<file path="src/rtl/two_sum_engine_if.sv">
// Two-sum engine bus: problem control, element stream, hashmap ports and result.
//   slave  : engine side (receives start/stream/hashmap query result, drives the rest)
//   master : upstream/environment side (drives start/stream, owns the hashmap)
interface two_sum_engine_if #(
    parameter int unsigned DATA_WIDTH  = 4,
    parameter int unsigned INDEX_WIDTH = 4
);
    // problem control
    logic                   start;
    logic [DATA_WIDTH-1:0]  target;
    // element stream
    logic                   in_valid;
    logic                   in_ready;
    logic [DATA_WIDTH-1:0]  in_data;
    logic                   in_last;
    // hashmap insert/query/clear
    logic [DATA_WIDTH-1:0]  hm_write_key;
    logic [INDEX_WIDTH-1:0] hm_write_value;
    logic                   hm_write_request;
    logic [DATA_WIDTH-1:0]  hm_read_key;
    logic [INDEX_WIDTH-1:0] hm_read_value;
    logic                   hm_read_response;
    logic                   hm_clear;
    // result
    logic                   done;
    logic                   found;
    logic                   overflow;
    logic [INDEX_WIDTH-1:0] index_a;
    logic [INDEX_WIDTH-1:0] index_b;

    modport slave (
        input  start, target, in_valid, in_data, in_last,
               hm_read_value, hm_read_response,
        output in_ready, hm_write_key, hm_write_value, hm_write_request,
               hm_read_key, hm_clear, done, found, overflow, index_a, index_b
    );

    modport master (
        output start, target, in_valid, in_data, in_last,
               hm_read_value, hm_read_response,
        input  in_ready, hm_write_key, hm_write_value, hm_write_request,
               hm_read_key, hm_clear, done, found, overflow, index_a, index_b
    );
endinterface

</file>
<file path="src/rtl/two_sum_engine.sv">
// Two-sum engine: streams an array, queries an external hashmap for the
// complement of each element before inserting it, and reports the first pair
// whose values sum (mod 2**DATA_WIDTH) to the target.
// Ports:
//   clk  : clock, rising edge
//   rst  : synchronous active-high reset
//   bus  : two_sum_engine_if.slave (start/target, in_* stream, hm_* hashmap,
//          done/found/overflow/index_a/index_b result)
module two_sum_engine #(
    parameter int unsigned DATA_WIDTH  = 4,
    parameter int unsigned INDEX_WIDTH = 4
) (
    input  logic               clk,
    input  logic               rst,
    two_sum_engine_if.slave    bus
);

    localparam int unsigned MAX_LEN = 2 ** INDEX_WIDTH;

    typedef enum logic [2:0] {IDLE, CLEAR, ACCEPT, LOOKUP, DONE} state_e;

    state_e                 state_q, state_d;
    logic [DATA_WIDTH-1:0]  target_q, target_d;
    logic [INDEX_WIDTH-1:0] idx_q, idx_d;
    logic [DATA_WIDTH-1:0]  data_q, data_d;
    logic                   last_q, last_d;
    logic                   in_ready_q, in_ready_d;
    logic                   done_q, done_d;
    logic                   found_q, found_d;
    logic                   overflow_q, overflow_d;
    logic [INDEX_WIDTH-1:0] index_a_q, index_a_d;
    logic [INDEX_WIDTH-1:0] index_b_q, index_b_d;
    logic                   hm_clear_q, hm_clear_d;
    logic                   hm_wreq_q, hm_wreq_d;
    logic [DATA_WIDTH-1:0]  hm_wkey_q, hm_wkey_d;
    logic [INDEX_WIDTH-1:0] hm_wval_q, hm_wval_d;
    logic [DATA_WIDTH-1:0]  hm_rkey_q, hm_rkey_d;

    logic [DATA_WIDTH-1:0]  elem_mem [MAX_LEN];
    logic                   mem_we_c;
    logic                   hit_c;

    // The hashmap may alias keys; only trust a response whose stored element
    // really completes the sum.
    always_comb begin
        hit_c = bus.hm_read_response &&
                (DATA_WIDTH'(elem_mem[bus.hm_read_value] + data_q) == target_q);
    end

    // Next-state and registered-output logic.
    always_comb begin
        state_d    = state_q;
        target_d   = target_q;
        idx_d      = idx_q;
        data_d     = data_q;
        last_d     = last_q;
        found_d    = found_q;
        overflow_d = overflow_q;
        index_a_d  = index_a_q;
        index_b_d  = index_b_q;
        hm_wkey_d  = hm_wkey_q;
        hm_wval_d  = hm_wval_q;
        hm_rkey_d  = hm_rkey_q;
        hm_wreq_d  = 1'b0;
        mem_we_c   = 1'b0;

        unique case (state_q)
            IDLE: begin
                if (bus.start) begin
                    state_d    = CLEAR;
                    target_d   = bus.target;
                    idx_d      = '0;
                    found_d    = 1'b0;
                    overflow_d = 1'b0;
                    index_a_d  = '0;
                    index_b_d  = '0;
                end
            end
            CLEAR: begin
                state_d = ACCEPT;
            end
            ACCEPT: begin
                if (bus.in_valid) begin
                    data_d    = bus.in_data;
                    last_d    = bus.in_last;
                    hm_rkey_d = DATA_WIDTH'(target_q - bus.in_data);
                    state_d   = LOOKUP;
                end
            end
            LOOKUP: begin
                if (hit_c) begin
                    found_d   = 1'b1;
                    index_a_d = bus.hm_read_value;
                    index_b_d = idx_q;
                    state_d   = DONE;
                end else begin
                    // Insert after the query so an element never pairs with itself.
                    hm_wreq_d = 1'b1;
                    hm_wkey_d = data_q;
                    hm_wval_d = idx_q;
                    mem_we_c  = 1'b1;
                    idx_d     = idx_q + INDEX_WIDTH'(1);
                    if (last_q) begin
                        state_d = DONE;
                    end else if (idx_q == INDEX_WIDTH'(MAX_LEN - 1)) begin
                        overflow_d = 1'b1;
                        state_d    = DONE;
                    end else begin
                        state_d = ACCEPT;
                    end
                end
            end
            DONE: begin
                state_d = IDLE;
            end
            default: begin
                state_d = IDLE;
            end
        endcase

        in_ready_d = (state_d == ACCEPT);
        hm_clear_d = (state_d == CLEAR);
        done_d     = (state_d == DONE);
    end

    // State and output registers.
    always_ff @(posedge clk) begin
        if (rst) begin
            state_q    <= IDLE;
            target_q   <= '0;
            idx_q      <= '0;
            data_q     <= '0;
            last_q     <= 1'b0;
            in_ready_q <= 1'b0;
            done_q     <= 1'b0;
            found_q    <= 1'b0;
            overflow_q <= 1'b0;
            index_a_q  <= '0;
            index_b_q  <= '0;
            hm_clear_q <= 1'b0;
            hm_wreq_q  <= 1'b0;
            hm_wkey_q  <= '0;
            hm_wval_q  <= '0;
            hm_rkey_q  <= '0;
        end else begin
            state_q    <= state_d;
            target_q   <= target_d;
            idx_q      <= idx_d;
            data_q     <= data_d;
            last_q     <= last_d;
            in_ready_q <= in_ready_d;
            done_q     <= done_d;
            found_q    <= found_d;
            overflow_q <= overflow_d;
            index_a_q  <= index_a_d;
            index_b_q  <= index_b_d;
            hm_clear_q <= hm_clear_d;
            hm_wreq_q  <= hm_wreq_d;
            hm_wkey_q  <= hm_wkey_d;
            hm_wval_q  <= hm_wval_d;
            hm_rkey_q  <= hm_rkey_d;
        end
    end

    // Local copy of inserted elements, used to confirm hashmap hits.
    always_ff @(posedge clk) begin
        if (mem_we_c && !rst) begin
            elem_mem[idx_q] <= data_q;
        end
    end

    assign bus.in_ready         = in_ready_q;
    assign bus.done             = done_q;
    assign bus.found            = found_q;
    assign bus.overflow         = overflow_q;
    assign bus.index_a          = index_a_q;
    assign bus.index_b          = index_b_q;
    assign bus.hm_clear         = hm_clear_q;
    assign bus.hm_write_request = hm_wreq_q;
    assign bus.hm_write_key     = hm_wkey_q;
    assign bus.hm_write_value   = hm_wval_q;
    assign bus.hm_read_key      = hm_rkey_q;

endmodule

</file>
<file path="src/flat_wrapper.sv">
// flat-port wrapper written by rule: the top's interface ports become plain ports
module two_sum_engine_flat 
#(
    parameter int unsigned DATA_WIDTH  = 4,
    parameter int unsigned INDEX_WIDTH = 4
)
  (clk, rst, bus_start, bus_target, bus_in_valid, bus_in_data, bus_in_last, bus_hm_read_value, bus_hm_read_response, bus_in_ready, bus_hm_write_key, bus_hm_write_value, bus_hm_write_request, bus_hm_read_key, bus_hm_clear, bus_done, bus_found, bus_overflow, bus_index_a, bus_index_b);
  two_sum_engine_if #(.DATA_WIDTH(DATA_WIDTH), .INDEX_WIDTH(INDEX_WIDTH)) bus_i ();
  input  logic clk;
  input  logic rst;
  input wire logic [$bits(bus_i.start)-1:0] bus_start;
  input wire logic [$bits(bus_i.target)-1:0] bus_target;
  input wire logic [$bits(bus_i.in_valid)-1:0] bus_in_valid;
  input wire logic [$bits(bus_i.in_data)-1:0] bus_in_data;
  input wire logic [$bits(bus_i.in_last)-1:0] bus_in_last;
  input wire logic [$bits(bus_i.hm_read_value)-1:0] bus_hm_read_value;
  input wire logic [$bits(bus_i.hm_read_response)-1:0] bus_hm_read_response;
  output wire logic [$bits(bus_i.in_ready)-1:0] bus_in_ready;
  output wire logic [$bits(bus_i.hm_write_key)-1:0] bus_hm_write_key;
  output wire logic [$bits(bus_i.hm_write_value)-1:0] bus_hm_write_value;
  output wire logic [$bits(bus_i.hm_write_request)-1:0] bus_hm_write_request;
  output wire logic [$bits(bus_i.hm_read_key)-1:0] bus_hm_read_key;
  output wire logic [$bits(bus_i.hm_clear)-1:0] bus_hm_clear;
  output wire logic [$bits(bus_i.done)-1:0] bus_done;
  output wire logic [$bits(bus_i.found)-1:0] bus_found;
  output wire logic [$bits(bus_i.overflow)-1:0] bus_overflow;
  output wire logic [$bits(bus_i.index_a)-1:0] bus_index_a;
  output wire logic [$bits(bus_i.index_b)-1:0] bus_index_b;
  assign bus_i.start = bus_start;
  assign bus_i.target = bus_target;
  assign bus_i.in_valid = bus_in_valid;
  assign bus_i.in_data = bus_in_data;
  assign bus_i.in_last = bus_in_last;
  assign bus_i.hm_read_value = bus_hm_read_value;
  assign bus_i.hm_read_response = bus_hm_read_response;
  assign bus_in_ready = bus_i.in_ready;
  assign bus_hm_write_key = bus_i.hm_write_key;
  assign bus_hm_write_value = bus_i.hm_write_value;
  assign bus_hm_write_request = bus_i.hm_write_request;
  assign bus_hm_read_key = bus_i.hm_read_key;
  assign bus_hm_clear = bus_i.hm_clear;
  assign bus_done = bus_i.done;
  assign bus_found = bus_i.found;
  assign bus_overflow = bus_i.overflow;
  assign bus_index_a = bus_i.index_a;
  assign bus_index_b = bus_i.index_b;
  two_sum_engine #(.DATA_WIDTH(DATA_WIDTH), .INDEX_WIDTH(INDEX_WIDTH)) u_core (.clk(clk), .rst(rst), .bus(bus_i));
endmodule
</file>
<file path="config.mk">
export PLATFORM = sky130hd
export DESIGN_NAME = two_sum_engine_flat
export DESIGN_NICKNAME = d
export VERILOG_FILES = /design/src/rtl/two_sum_engine_if.sv /design/src/rtl/two_sum_engine.sv /design/src/flat_wrapper.sv
export SDC_FILE = /design/constraint.sdc
export NUM_CORES = 1
export LEC_CHECK = 0
export ABC_CLOCK_PERIOD_IN_PS = 5700
export CAP_MARGIN = 20
export CORE_MARGIN = 3
export CORE_UTILIZATION = 50
export DETAILED_ROUTE_END_ITERATION = 7
export DONT_BUFFER_PORTS = 1
export MAX_ROUTING_LAYER = met4
export PLACE_DENSITY = 0.68
export SLEW_MARGIN = 20
export SYNTH_ARGS = -nofsm -noshare
export SYNTH_HDL_FRONTEND = slang
export SYNTH_SLANG_ARGS = --single-unit
</file>
<file path="constraint.sdc">
create_clock -name clk -period 5.7 [get_ports clk]
set_clock_uncertainty 0.1 [all_clocks]
set_input_delay 1.14 -clock clk [delete_from_list [all_inputs] [get_ports clk]]
set_output_delay 1.14 -clock clk [all_outputs]
set_load 0.005 [all_outputs]
</file>
# --- After elaboration in Yosys (flattened, before gate mapping) ---
# Memory sizes are Yosys's and may differ from the RTL's.
# Cells that the tools add are included.
word_totals:
  ram_bits: 64
  mem_count: 1
  word_cells: 69
  out_inout_bits: 26
  regBits: 42
mem_list:
  columns: ["memory", "words", "word_bits", "rd", "rd_ports_with_merged_regs", "write_ports", "line_no", "text"]
  rows:
  - ["u_core.elem_mem", 16, 4, 1, 0, 1, "two_sum_engine.sv:39", "logic [DATA_WIDTH-1:0] elem_mem [MAX_LEN];"]
classes:
  bitwise: 1
  eq_ne: 13
  addsub: 3
  n_reduce_logical: 11
  muxes: 24
op_table:
  columns: ["operator", "count"]
  rows:
  - ["case mux 4 bit (2 select lines)", 3]
  - ["2-to-1 mux 4 bit", 4]
  - ["2-to-1 mux 3 bit", 5]
  - ["case mux 3 bit (4 select lines)", 1]
  - ["equality test 3 x 2 -> 1 bit (second input constant)", 3]
  - ["2-to-1 mux 1 bit", 9]
  - ["equality test 3 x 1 -> 1 bit (second input constant)", 2]
  - ["inequality test 2 bit (second input constant)", 3]
  - ["AND reduction 2 bit", 3]
  - ["AND reduction 3 bit", 2]
  - ["AND reduction 5 bit", 1]
  - ["adder 4 x 1 -> 4 bit (second input constant)", 1]
  - ["adder 4 bit", 1]
  - ["equality test 4 bit", 1]
  - ["equality test 4 bit (second input constant)", 1]
  - ["inequality test 2 x 1 -> 1 bit (second input constant)", 2]
  - ["case mux 1 bit (2 select lines)", 2]
  - ["subtractor 4 bit", 1]
  - ["equality test 3 bit (second input constant)", 1]
  - ["zero test 3 bit", 1]
  - ["logical AND 1 bit", 2]
  - ["nonzero test 2 bit", 1]
  - ["zero test 1 bit", 1]
  - ["NOT 1 bit", 1]

# --- Longest topological paths before layout ---
# Gate-level depths: netlist (run 1).
# An unclocked memory read counts as a cell.
depth:
  word_depth: 9
  ltp_mapped: 14

# --- Least setup slack after synthesis (run 1) ---
# OpenSTA, ideal clock, no wires.
synth_path:
  path_kind: "input -> register"
  from: "input port bus_hm_read_value[0]"
  to: "memory u_core.elem_mem[2][0], enable pin"
  required_time_ps: 5342
  cell_stages: 13
  path_buffers: 3
  arrival_ps: 5031
  slack_ps: 311
  setup_time_ps: 258
  path_cell_list: "buf_6 buf_1 mux4_2 mux4_2 ha_1 inv_1 fa_1 xor2_1 nand4_1 nor3b_2 nor4_4 buf_6 and3_1"
synth_via:
  elab_chain_len: 9
synth_rtl:
  columns: ["item", "line_no", "text"]
  rows:
  - ["start: declaration", "flat_wrapper.sv:16", "input wire logic [$bits(bus_i.hm_read_value)-1:0] bus_hm_read_value;"]
  - ["memory (16 x 4 bit)", null, null]
  - ["adder 4 bit", "two_sum_engine.sv:47", "(DATA_WIDTH'(elem_mem[bus.hm_read_value] + data_q) == target_q);"]
  - ["equality test 4 bit", "two_sum_engine.sv:47", null]
  - ["logical AND 1 bit", "two_sum_engine.sv:46", "hit_c = bus.hm_read_response &&"]
  - ["2-to-1 mux 1 bit", "two_sum_engine.sv:91", "if (hit_c) begin"]
  - ["2-to-1 mux 1 bit", "two_sum_engine.sv:67", "unique case (state_q)"]
  - ["logical AND 1 bit", "two_sum_engine.sv:167", "if (mem_we_c && !rst) begin"]
  - ["2-to-1 mux 1 bit", "two_sum_engine.sv:167", null]
  - ["2-to-1 mux 1 bit (implied by the code)", "two_sum_engine.sv:168", "elem_mem[idx_q] <= data_q;"]
  - ["end: declaration", "two_sum_engine.sv:39", null]
# Every way passes these cells.

# --- Final worst setup path (run 1) ---
layout_path:
  from: "input port bus_hm_read_value[0]"
  to: "memory u_core.elem_mem[10][3], enable pin"
# The elaborated chain is that of the path after synthesis.

==> results_dict.tcl, run 1 <==
set metrics [dict create \
    r2r-start "u_core.elem_mem[15][0]" \
    finalCriticalPeriod_ns 4.72 \
    drc 0 \
    ff2ff_path_depth 11 \
    grt_max_degree 50 \
    drtAntennaViolNets 0 \
    setup_viol 0 \
    cp-startpoint "bus_hm_read_value[0]" \
    vias 2610 \
    cts_hold_buf 0 \
    endpoint_kind "flop" \
    final_cell_mix "64 x edfxtp_1, 42 x dfxtp_1, 21 x mux2i_1, 20 x nor2_1, 16 x and3_1" \
    nNetsFinal 351 \
    root_buffer "clkbuf_8" \
    fin_area_um2 4930 \
    utilization_pct 55.4 \
    synth-warning-count 0 \
    slew_headroom_pct 33.2 \
    wire_per_inst_um 21.6 \
    clock_sinks 106 \
    placed_area_um2 4720 \
    drive_above_1_share_pct 12.6 \
    htree_levels 3 \
    rsz0062_at_grt "false" \
    cp.required_ns 5.72 \
    cp.arrival_ns 4.74 \
    syn_inst 325 \
    drtIter0Drc 119 \
    start_kind "input pin" \
    post_cts_buffers 0 \
    grt_pass1_wl_mm 14.4 \
    ys_seq_area_share_pct 59.4 \
    dr_wl_met3_um 593 \
    netlist_area_um2 4650 \
    clk_latency_ns 0.37 \
    wirelength_mm 9.38 \
    fin_crit_sh_pct 82.8 \
    drt_pre_antenna_iters 4 \
    start_util_pct 52.3 \
    path_depth 11 \
    power.density_nw_per_um2 323 \
    max_cap_violations 0 \
    cp-endpoint "u_core.elem_mem[10][3]" \
    dp.cells 418 \
    via_per_inst 6.01 \
    m1WireLength_mm 3.91 \
    syn2layout_area_growth_pct 5.92 \
    r2r_end "u_core.elem_mem[10][3]" \
    crit_fanout 18 \
    clk_pin_slew_ns 0.10 \
    syn-num-nets 355 \
    dr_wl_met2_mm 4.65 \
    critPathSlowestCell "nor3b_2" \
    numCtsBuffers 9 \
    timing.fmax_ghz 0.212 \
    cts.path.max_buffers 2 \
    synth_ff_type "edfxtp_1" \
    coreArea_um2 8890 \
    cts_tree "yes" \
    worst-path-buf-inv 2 \
    crit_type "in2reg" \
    status "finished clean" \
    finalNonFillerCells 434 \
    grt_usage_pct 19.7 \
    rows 34 \
    grt_pass1_vias 2613 \
    finalMaxSlewViolations 0 \
    rrSetupSlack_ns 1.35 \
    top_layer_used "met4" \
    io_pins 44 \
    fin_tns_setup_ns 0 \
    hold_viol_final 0 \
    io_buffers 0 \
    worst_pin_slew_ns 1.00 \
    hpwl_mm 6.41 \
    fp.dieH_um 102 \
    antenna_cells 0 \
    async_reset_ff_share_pct 0 \
    cts.repair.resized 0 \
    crit_chain "mux4_2 > mux4_2 > ha_1 > inv_1 > fa_1 > xor2_1 > nand4_1 > nor3b_2 > nor4_4 > buf_4 > and3_1" \
    avgSynthCellArea_um2 14.3 \
    hold_depth 2 \
    fp.dieArea_um2 10500 \
    hp-class "reg2reg" \
    layout_commonest_cell "edfxtp_1" \
    antenna_found_initial 0 \
    crit_path_max_incr_delay_ns 0.63 \
    synth_cell_types 48 \
    leakage_nw 1.75 \
    crit_top_cell "mux4_2" \
    synth.ff_latch_count 106 \
    crit_family "simple AND/OR/NAND/NOR gates" \
    place_congestion 0.771 \
    ir_worst_vdd_v 0.000189 \
    synth_edf_count 64 \
    grt_remaining_overflow 0 \
    die_x_um 102 \
]
==> worst register-to-register path: stages (launching register included) <==
cell and delay (ns):
edfxtp_1 0.40, mux4_2 0.48, mux4_2 0.51, ha_1 0.24
inv_1 0.08, fa_1 0.42, xor2_1 0.20, nand4_1 0.47
nor3b_2 0.64, nor4_4 0.07, buf_4 0.22, and3_1 0.27
==> cell type report <==
cell class                      instances  area, µm²
Clock buffer                            9        124
Tap cell                              108        135
Clock inverter                          7       83.8
Multi-Input combinational cell        192       1770
Fill cell                             715       3960
Timing Repair Buffer                    2       15.0
Inverter                               10       37.5
Sequential cell                       106       2760
==> worst min-delay path by stage <==
stage | startpoint | endpoint | slack [ns]
2_1_floorplan | u_core.bus.found | u_core.bus.found | 0.34
3_3_place_gp | u_core.bus.hm_write_value[1] | u_core.bus.hm_write_value[1] | 0.39
3_5_place_dp | u_core.bus.hm_write_key[0] | u_core.bus.hm_write_key[0] | 0.38
4_1_cts | u_core.target_q[3] | u_core.target_q[3] | 0.40
5_1_grt | u_core.bus.hm_write_key[0] | u_core.bus.hm_write_key[0] | 0.43
6_report | u_core.target_q[2] | u_core.target_q[2] | 0.40
==> kinds of logic (layout without fill, tap and decap cells) <==
group | Yosys count | after routing | synth area share (%)
flip-flops | 106 | 106 | 59.4
AND/OR/NAND/NOR | 90 | 90 | 12.2
multiplexers | 43 | 43 | 15.0
AO/OA/AOI/OAI | 35 | 35 | 4.92
buffers and inverters | 27 | 28 | 2.58
adder cells (fa/ha/maj) | 12 | 12 | 3.55
XOR/XNOR | 12 | 12 | 2.42
==> report_power, final <==
| part | leakage [nW] | switching, mW | internal (mW) |
|---|---|---|---|
| clock network | 0.108 | 0.268 | 0.212 |
| registers | 0.932 | 0.0390 | 0.851 |
| logic | 0.711 | 0.127 | 0.0957 |
==> sequential cells by signal (all words and copies together) (netlist names) <==
register                     cells
u_core.bus.done                  1
u_core.bus.found                 1
u_core.bus.hm_clear              1
u_core.bus.hm_read_key           4
u_core.bus.hm_write_key          4
u_core.bus.hm_write_request      1
u_core.bus.hm_write_value        4
u_core.bus.in_ready              1
u_core.bus.index_a               4
u_core.bus.index_b               4
u_core.bus.overflow              1
u_core.data_q                    4
u_core.elem_mem                 64
u_core.idx_q                     4
u_core.last_q                    1
u_core.state_q                   3
u_core.target_q                  4
==> through the flow <==
stage / worst slack (ns) / hold WS, ns / total power [mW]
after CTS: 1.02 / 0.402 / 1.61
after floorplan: 0.311 / 0.344 / 1.09
after global placement: 0.717 / 0.386 / 1.13
after global routing: 0.735 / 0.426 / 1.66
after detailed placement: 0.636 / 0.383 / 1.13
final: 0.982 / 0.399 / 1.59
==> per-layer routing <==
layer / vias to the layer above / track usage, %
li1: 1215 / -
met1: 1298 / 25.3
met2: 80 / 29.9
met3: 17 / 4.30
met4: 0 / 8.88
met5: - / -
==> synthesized netlist by cell type (2+ instances only) <==
cell / count / area share, %
edfxtp_1: 64 / 41
dfxtp_1: 42 / 18
mux2i_1: 21 / 4.5
nor2_1: 20 / 1.6
and3_1: 16 / 2.2
a21oi_1: 14 / 1.5
nand2b_1: 14 / 1.9
mux4_2: 13 / 6.3
clkbuf_1: 10 / 0.81
ha_1: 10 / 2.7
inv_1: 10 / 0.81
nand2_1: 9 / 0.73
nand3b_1: 9 / 1.5
xnor2_1: 9 / 1.7
mux4_1: 6 / 3.4
nor2b_1: 5 / 0.67
o31ai_1: 5 / 0.81
o211ai_1: 4 / 0.65
a211oi_1: 2 / 0.32
a21o_1: 2 / 0.32
and2_1: 2 / 0.27
and3b_1: 2 / 0.38
buf_1: 2 / 0.16
buf_2: 2 / 0.22
buf_6: 2 / 0.48
fa_1: 2 / 0.86
mux2_2: 2 / 0.48
nand4_1: 2 / 0.27
nor3b_1: 2 / 0.32
o21a_1: 2 / 0.32
o21ai_1: 2 / 0.22
xor2_1: 2 / 0.38
Power figures use the tool's default switching activity.
==> run 2: changes to the inputs <==
--- a/config.mk
+++ b/config.mk
@@ -5,14 +5,13 @@
 export SDC_FILE = /design/constraint.sdc
 export NUM_CORES = 1
 export LEC_CHECK = 0
-export ABC_CLOCK_PERIOD_IN_PS = 5700
+export ABC_CLOCK_PERIOD_IN_PS = 4900
 export CAP_MARGIN = 20
 export CORE_MARGIN = 3
 export CORE_UTILIZATION = 50
 export DETAILED_ROUTE_END_ITERATION = 7
 export DONT_BUFFER_PORTS = 1
 export MAX_ROUTING_LAYER = met4
-export PLACE_DENSITY = 0.68
 export SLEW_MARGIN = 20
 export SYNTH_ARGS = -nofsm -noshare
 export SYNTH_HDL_FRONTEND = slang
==> constraint.sdc (replaced) <==
create_clock -name clk -period 4.9 [get_ports clk]
set_clock_uncertainty 0.1 [all_clocks]
set_input_delay 0.98 -clock clk [delete_from_list [all_inputs] [get_ports clk]]
set_output_delay 0.98 -clock clk [all_outputs]
set_load 0.005 [all_outputs]
==> run 2 against run 1 <==
Clock-buffer cell count rose by 2. Flip-flop and latch count unchanged. Final area increased by 0.46%. Die area is the same.
==> results_dict.tcl, run 2 (synthesis gave the netlist of run 1 again) <==
set metrics [dict create \
    hold_viol_final 0 \
    cts.repair.resized 0 \
    drtIter0Drc 169 \
    post_cts_buffers 0 \
    cts_tree "yes" \
    timing.fmax_ghz 0.241 \
    nNetsFinal 354 \
    wirelength_mm 9.48 \
    ir_worst_vdd_v 0.000221 \
    grt_remaining_overflow 0 \
    coreArea_um2 8890 \
    numCtsBuffers 9 \
    hpwl_mm 6.49 \
    drt_pre_antenna_iters 4 \
    crit_type "in2reg" \
    hp-class "reg2reg" \
    finalCriticalPeriod_ns 4.16 \
    die_x_um 102 \
    htree_levels 3 \
    layout_commonest_cell "edfxtp_1" \
    top_register "u_core.elem_mem" \
    cts.path.max_buffers 2 \
    clock_sinks 106 \
    clk_latency_ns 0.36 \
    crit_fanout 18 \
    start_util_pct 52.3 \
    slew_headroom_pct 46.6 \
    io_buffers 0 \
    drive_above_1_share_pct 13.1 \
    crit_chain "mux4_2 > mux4_2 > ha_1 > inv_1 > fa_1 > xor2_1 > nand4_1 > nor3b_4 > nor4_4 > buf_4 > and3_1" \
    grt_pass1_wl_mm 14.8 \
    start_kind "input pin" \
    fin_tns_setup_ns 0 \
    critPathSlowestCell "mux4_2" \
    clk_pin_slew_ns 0.09 \
    worst-path-buf-inv 2 \
    place_congestion 0.800 \
    drc 0 \
    grt_pass1_vias 2606 \
    max_cap_violations 0 \
    crit_top_cell "mux4_2" \
    cts_hold_buf 0 \
    drtAntennaViolNets 0 \
    fp.dieArea_um2 10500 \
    rsz0062_at_grt "false" \
    status "finished clean" \
    fp.dieH_um 102 \
    crit_path_max_incr_delay_ns 0.51 \
    leakage_nw 1.76 \
    vias 2547 \
    finalMaxSlewViolations 0 \
    final_cell_mix "64 x edfxtp_1, 42 x dfxtp_1, 21 x mux2i_1, 20 x nor2_1, 16 x and3_1" \
    endpoint_kind "flop" \
    wire_per_inst_um 21.7 \
    setup_viol 0 \
    io_pins 44 \
    power.density_nw_per_um2 376 \
    cp.required_ns 4.90 \
    crit_family "simple AND/OR/NAND/NOR gates" \
    cp.arrival_ns 4.16 \
    root_buffer "clkbuf_8" \
    rows 34 \
    syn2layout_area_growth_pct 6.40 \
    fin_crit_sh_pct 84.8 \
    worst_hold_slack_ns 0.402 \
    antenna_cells 0 \
    fill_cells 735 \
    via_per_inst 5.83 \
    grt_max_degree 50 \
    worst_pin_slew_ns 0.800 \
    antenna_found_initial 0 \
    largest_register_ffs 64 \
    grt_usage_pct 20.0 \
]
## run 2: changes by cell type in the layout (fill, tap and decap cells not counted), sizes merged
cell,previous run,this run
clkbuf,9,11
clkinv,3,0
inv,13,14
buf,2,5
## run 2: power by group
part / leakage [nW] / internal [mW] / switching [mW]
clock: 0.105 / 0.255 / 0.297
combinational: 0.727 / 0.122 / 0.150
sequential: 0.932 / 0.990 / 0.0466
## run 2: layout make-up
cell class	count	area [µm²]	area share, %
Inverter	10	37.5	0.758
Multi-Input combinational cell	192	1780	35.9
Clock inverter	5	60.1	1.21
Tap cell	108	135	2.73
Timing Repair Buffer	5	37.5	0.758
Clock buffer	11	141	2.86
Sequential cell	106	2760	55.8
## run 2: metal layers
layer,part of all wire [%],vias to the layer above,global-route usage (%)
li1,-,1216,-
met5,0,-,-
met1,45,1263,26.1
met2,50,54,31.8
met4,1.6,0,6.36
met3,3.5,14,3.55
## run 2: final timing paths
path                               from                          to  slack [ns]  cells past startpoint
min reg2reg  u_core.bus.hm_write_key[2]  u_core.bus.hm_write_key[2]        0.40                      2
max                bus_hm_read_value[0]      u_core.elem_mem[11][2]        0.74                     11
max reg2reg      u_core.elem_mem[10][0]      u_core.elem_mem[11][2]        0.96                     11
min          u_core.bus.hm_write_key[2]  u_core.bus.hm_write_key[2]        0.40                      2
## run 2: through the flow
| stage | cells | cell area (µm²) | utilization (%) | setup slack [ns] | total power, mW |
|---|---|---|---|---|---|
| floorplan | 325 | 4660 | - | 0.00715 | 1.27 |
| global placement | 421 | 4750 | 53.4 | 0.482 | 1.33 |
| detailed placement | 421 | 4750 | 53.4 | 0.367 | 1.33 |
| CTS | 437 | 4950 | 55.7 | 0.747 | 1.88 |
| global route | 437 | 4950 | 55.7 | 0.605 | 1.94 |
| finish | 437 | 4950 | 55.7 | 0.743 | 1.86 |
## run 2: tightest hold or removal path, delay by kind of cell, from the launching register on
kind | cells | cell delay [ns]
AOI/OAI and AO/OA | 2 | 0.13
DFF | 1 | 0.34
==> run 3: changes to the inputs <==
--- a/config.mk
+++ b/config.mk
@@ -5,13 +5,14 @@
 export SDC_FILE = /design/constraint.sdc
 export NUM_CORES = 1
 export LEC_CHECK = 0
-export ABC_CLOCK_PERIOD_IN_PS = 4900
+export ABC_CLOCK_PERIOD_IN_PS = 3400
 export CAP_MARGIN = 20
 export CORE_MARGIN = 3
 export CORE_UTILIZATION = 50
 export DETAILED_ROUTE_END_ITERATION = 7
 export DONT_BUFFER_PORTS = 1
 export MAX_ROUTING_LAYER = met4
+export PLACE_DENSITY = 0.68
 export SLEW_MARGIN = 20
 export SYNTH_ARGS = -nofsm -noshare
 export SYNTH_HDL_FRONTEND = slang
==> constraint.sdc (replaced) <==
create_clock -name clk -period 3.4 [get_ports clk]
set_clock_uncertainty 0.1 [all_clocks]
set_input_delay 0.68 -clock clk [delete_from_list [all_inputs] [get_ports clk]]
set_output_delay 0.68 -clock clk [all_outputs]
set_load 0.005 [all_outputs]
==> run 3 against run 2 <==
The flow now finishes with violations (negative setup slack). Non-clock buffer count increased by 10. Worst setup slack got worse by 0.97 ns. Wire length decreased by 0.73%. Combinational power increased by 81%. Sequential power increased by 41%. Core utilization increased by 2.8 points. Die area unchanged.
==> results_dict.tcl, run 3 (synthesis gave the netlist of run 1 again) <==
set metrics [dict create \
    rows 34 \
    wire_per_inst_um 21.1 \
    m1WireLength_mm 4.08 \
    nNetsFinal 364 \
    swShare_pct 27.9 \
    drive_above_1_share_pct 23.3 \
    crit_type "reg2reg" \
    combPwrFrac_pct 17.7 \
    cts_tree "yes" \
    leakage_nw 1.79 \
    top_register "u_core.elem_mem" \
    sequentialPowerShare_pct 52.9 \
    top_layer_used "met4" \
    rrSetupSlack_ns -0.23 \
    internal-power_mw 2.00 \
    fin_tns_setup_ns -13.55 \
    cts.path.max_buffers 2 \
    violations "negative setup slack" \
    root_buffer "clkbuf_8" \
    htree_levels 3 \
    ir_worst_vdd_v 0.000333 \
    wirelength_mm 9.41 \
    final_cell_mix "64 x edfxtp_1, 42 x dfxtp_1, 21 x mux2i_1, 20 x nor2_1, 16 x and3_4" \
    die_x_um 102 \
    cp.arrival_ns 3.61 \
    fill_cells 691 \
    setup_viol 65 \
    via_per_inst 5.97 \
    fin_crit_sh_pct 107 \
    timing.fmax_ghz 0.276 \
    hold_viol_final 0 \
    grt_remaining_overflow 0 \
    finalCriticalPeriod_ns 3.63 \
    grt_pass1_vias 2795 \
    status "finished with violations" \
    placed_area_um2 4910 \
    crit_fanout 18 \
    drtIter0Drc 209 \
    antenna_found_initial 0 \
    clk_pin_slew_ns 0.11 \
    io_pins 44 \
    vias 2670 \
    layout_commonest_cell "edfxtp_1" \
    ff_latch_area_um2 2760 \
    dr_wl_met3_um 521 \
    syn2layout_area_growth_pct 11.7 \
    multiInputGateArea_um2 1910 \
    fin_area_um2 5190 \
    dr_wl_met2_mm 4.68 \
    cp.required_ns 3.38 \
    clock_power_share_pct 29.4 \
    fp.dieH_um 102 \
    antenna_cells 0 \
    worst_hold_slack_ns 0.276 \
    p_sw_uw 774 \
    coreArea_um2 8890 \
    drt_pre_antenna_iters 4 \
    hp-class "in2reg" \
    place_congestion 0.792 \
    max_cap_violations 0 \
    clk_latency_ns 0.37 \
    numCtsBuffers 9 \
    grt_max_degree 50 \
    io_buffers 0 \
    finalMaxSlewViolations 0 \
    cts_hold_buf 0 \
    grt_pass1_wl_mm 15.4 \
    start_util_pct 52.3 \
    worst_pin_slew_ns 0.646 \
    start_kind "flop" \
    largest_register_ffs 64 \
    rsz0062_at_grt "true" \
    hpwl_mm 6.57 \
    fin_ws_ns -0.226 \
    clock_sinks 106 \
    drtAntennaViolNets 0 \
    grt_usage_pct 20.3 \
    endpoint_kind "flop" \
    drc 0 \
    slew_headroom_pct 56.1 \
    power.density_nw_per_um2 534 \
    fp.dieArea_um2 10500 \
]
run 3: timing repair:
| action | in CTS | in global routing |
|---|---|---|
| pin swaps | 1 | 5 |
| setup endpoints to repair | 70 | 90 |
| hold endpoints to repair | 0 | 0 |
| gates resized for setup | 17 | 6 |
| buffers inserted | 0 | 0 |
run 3: through the flow:
step | setup WS, ns | std cells | power (mW) | utilization (%)
3_5_place_dp | -0.618 | 431 | 1.96 | 55.2
6_report | -0.226 | 447 | 2.77 | 58.4
5_1_grt | -0.377 | 447 | 2.90 | 58.4
2_1_floorplan | -0.920 | 325 | 1.84 | -
3_3_place_gp | -0.529 | 431 | 1.96 | 55.2
4_1_cts | -0.264 | 447 | 2.77 | 58.1
run 3: power by group through the flow:
stage	combinational, mW	sequential [mW]	clock, mW
floorplan	0.343	1.50	0
global placement	0.460	1.50	0
detailed placement	0.463	1.50	0
CTS	0.473	1.47	0.826
global route	0.544	1.48	0.881
finish	0.491	1.47	0.814
run 3: final timing paths:
check,startpoint,to,depth (start not counted)
max,u_core.elem_mem[13][0],u_core.elem_mem[11][0],12
min,rst,u_core.state_q[2],1
max reg2reg,u_core.elem_mem[13][0],u_core.elem_mem[11][0],12
min reg2reg,u_core.bus.hm_write_value[3],u_core.bus.hm_write_value[3],2
run 3: critical path: stages, from the launching register on:
cell and delay (ns):
edfxtp_1 0.42, mux4_2 0.47, mux4_2 0.54, ha_4 0.19, inv_2 0.05, fa_1 0.41
xor2_1 0.16, nand4_1 0.10, buf_6 0.13, nor3b_4 0.05, nor4_4 0.31, buf_12 0.19
and3_4 0.22
run 3: per-layer routing:
metal	up-vias	track usage, %
met5	-	-
met4	0	5.75
met3	14	4.23
met2	80	31.9
met1	1344	26.8
li1	1232	-
run 3: area by class of cell:
class / count / share of cell area, %
Sequential cell: 106 / 53.2
Clock inverter: 7 / 1.64
Inverter: 10 / 0.723
Clock buffer: 9 / 2.38
Tap cell: 108 / 2.60
Multi-Input combinational cell: 192 / 36.8
Timing Repair Buffer: 15 / 2.72
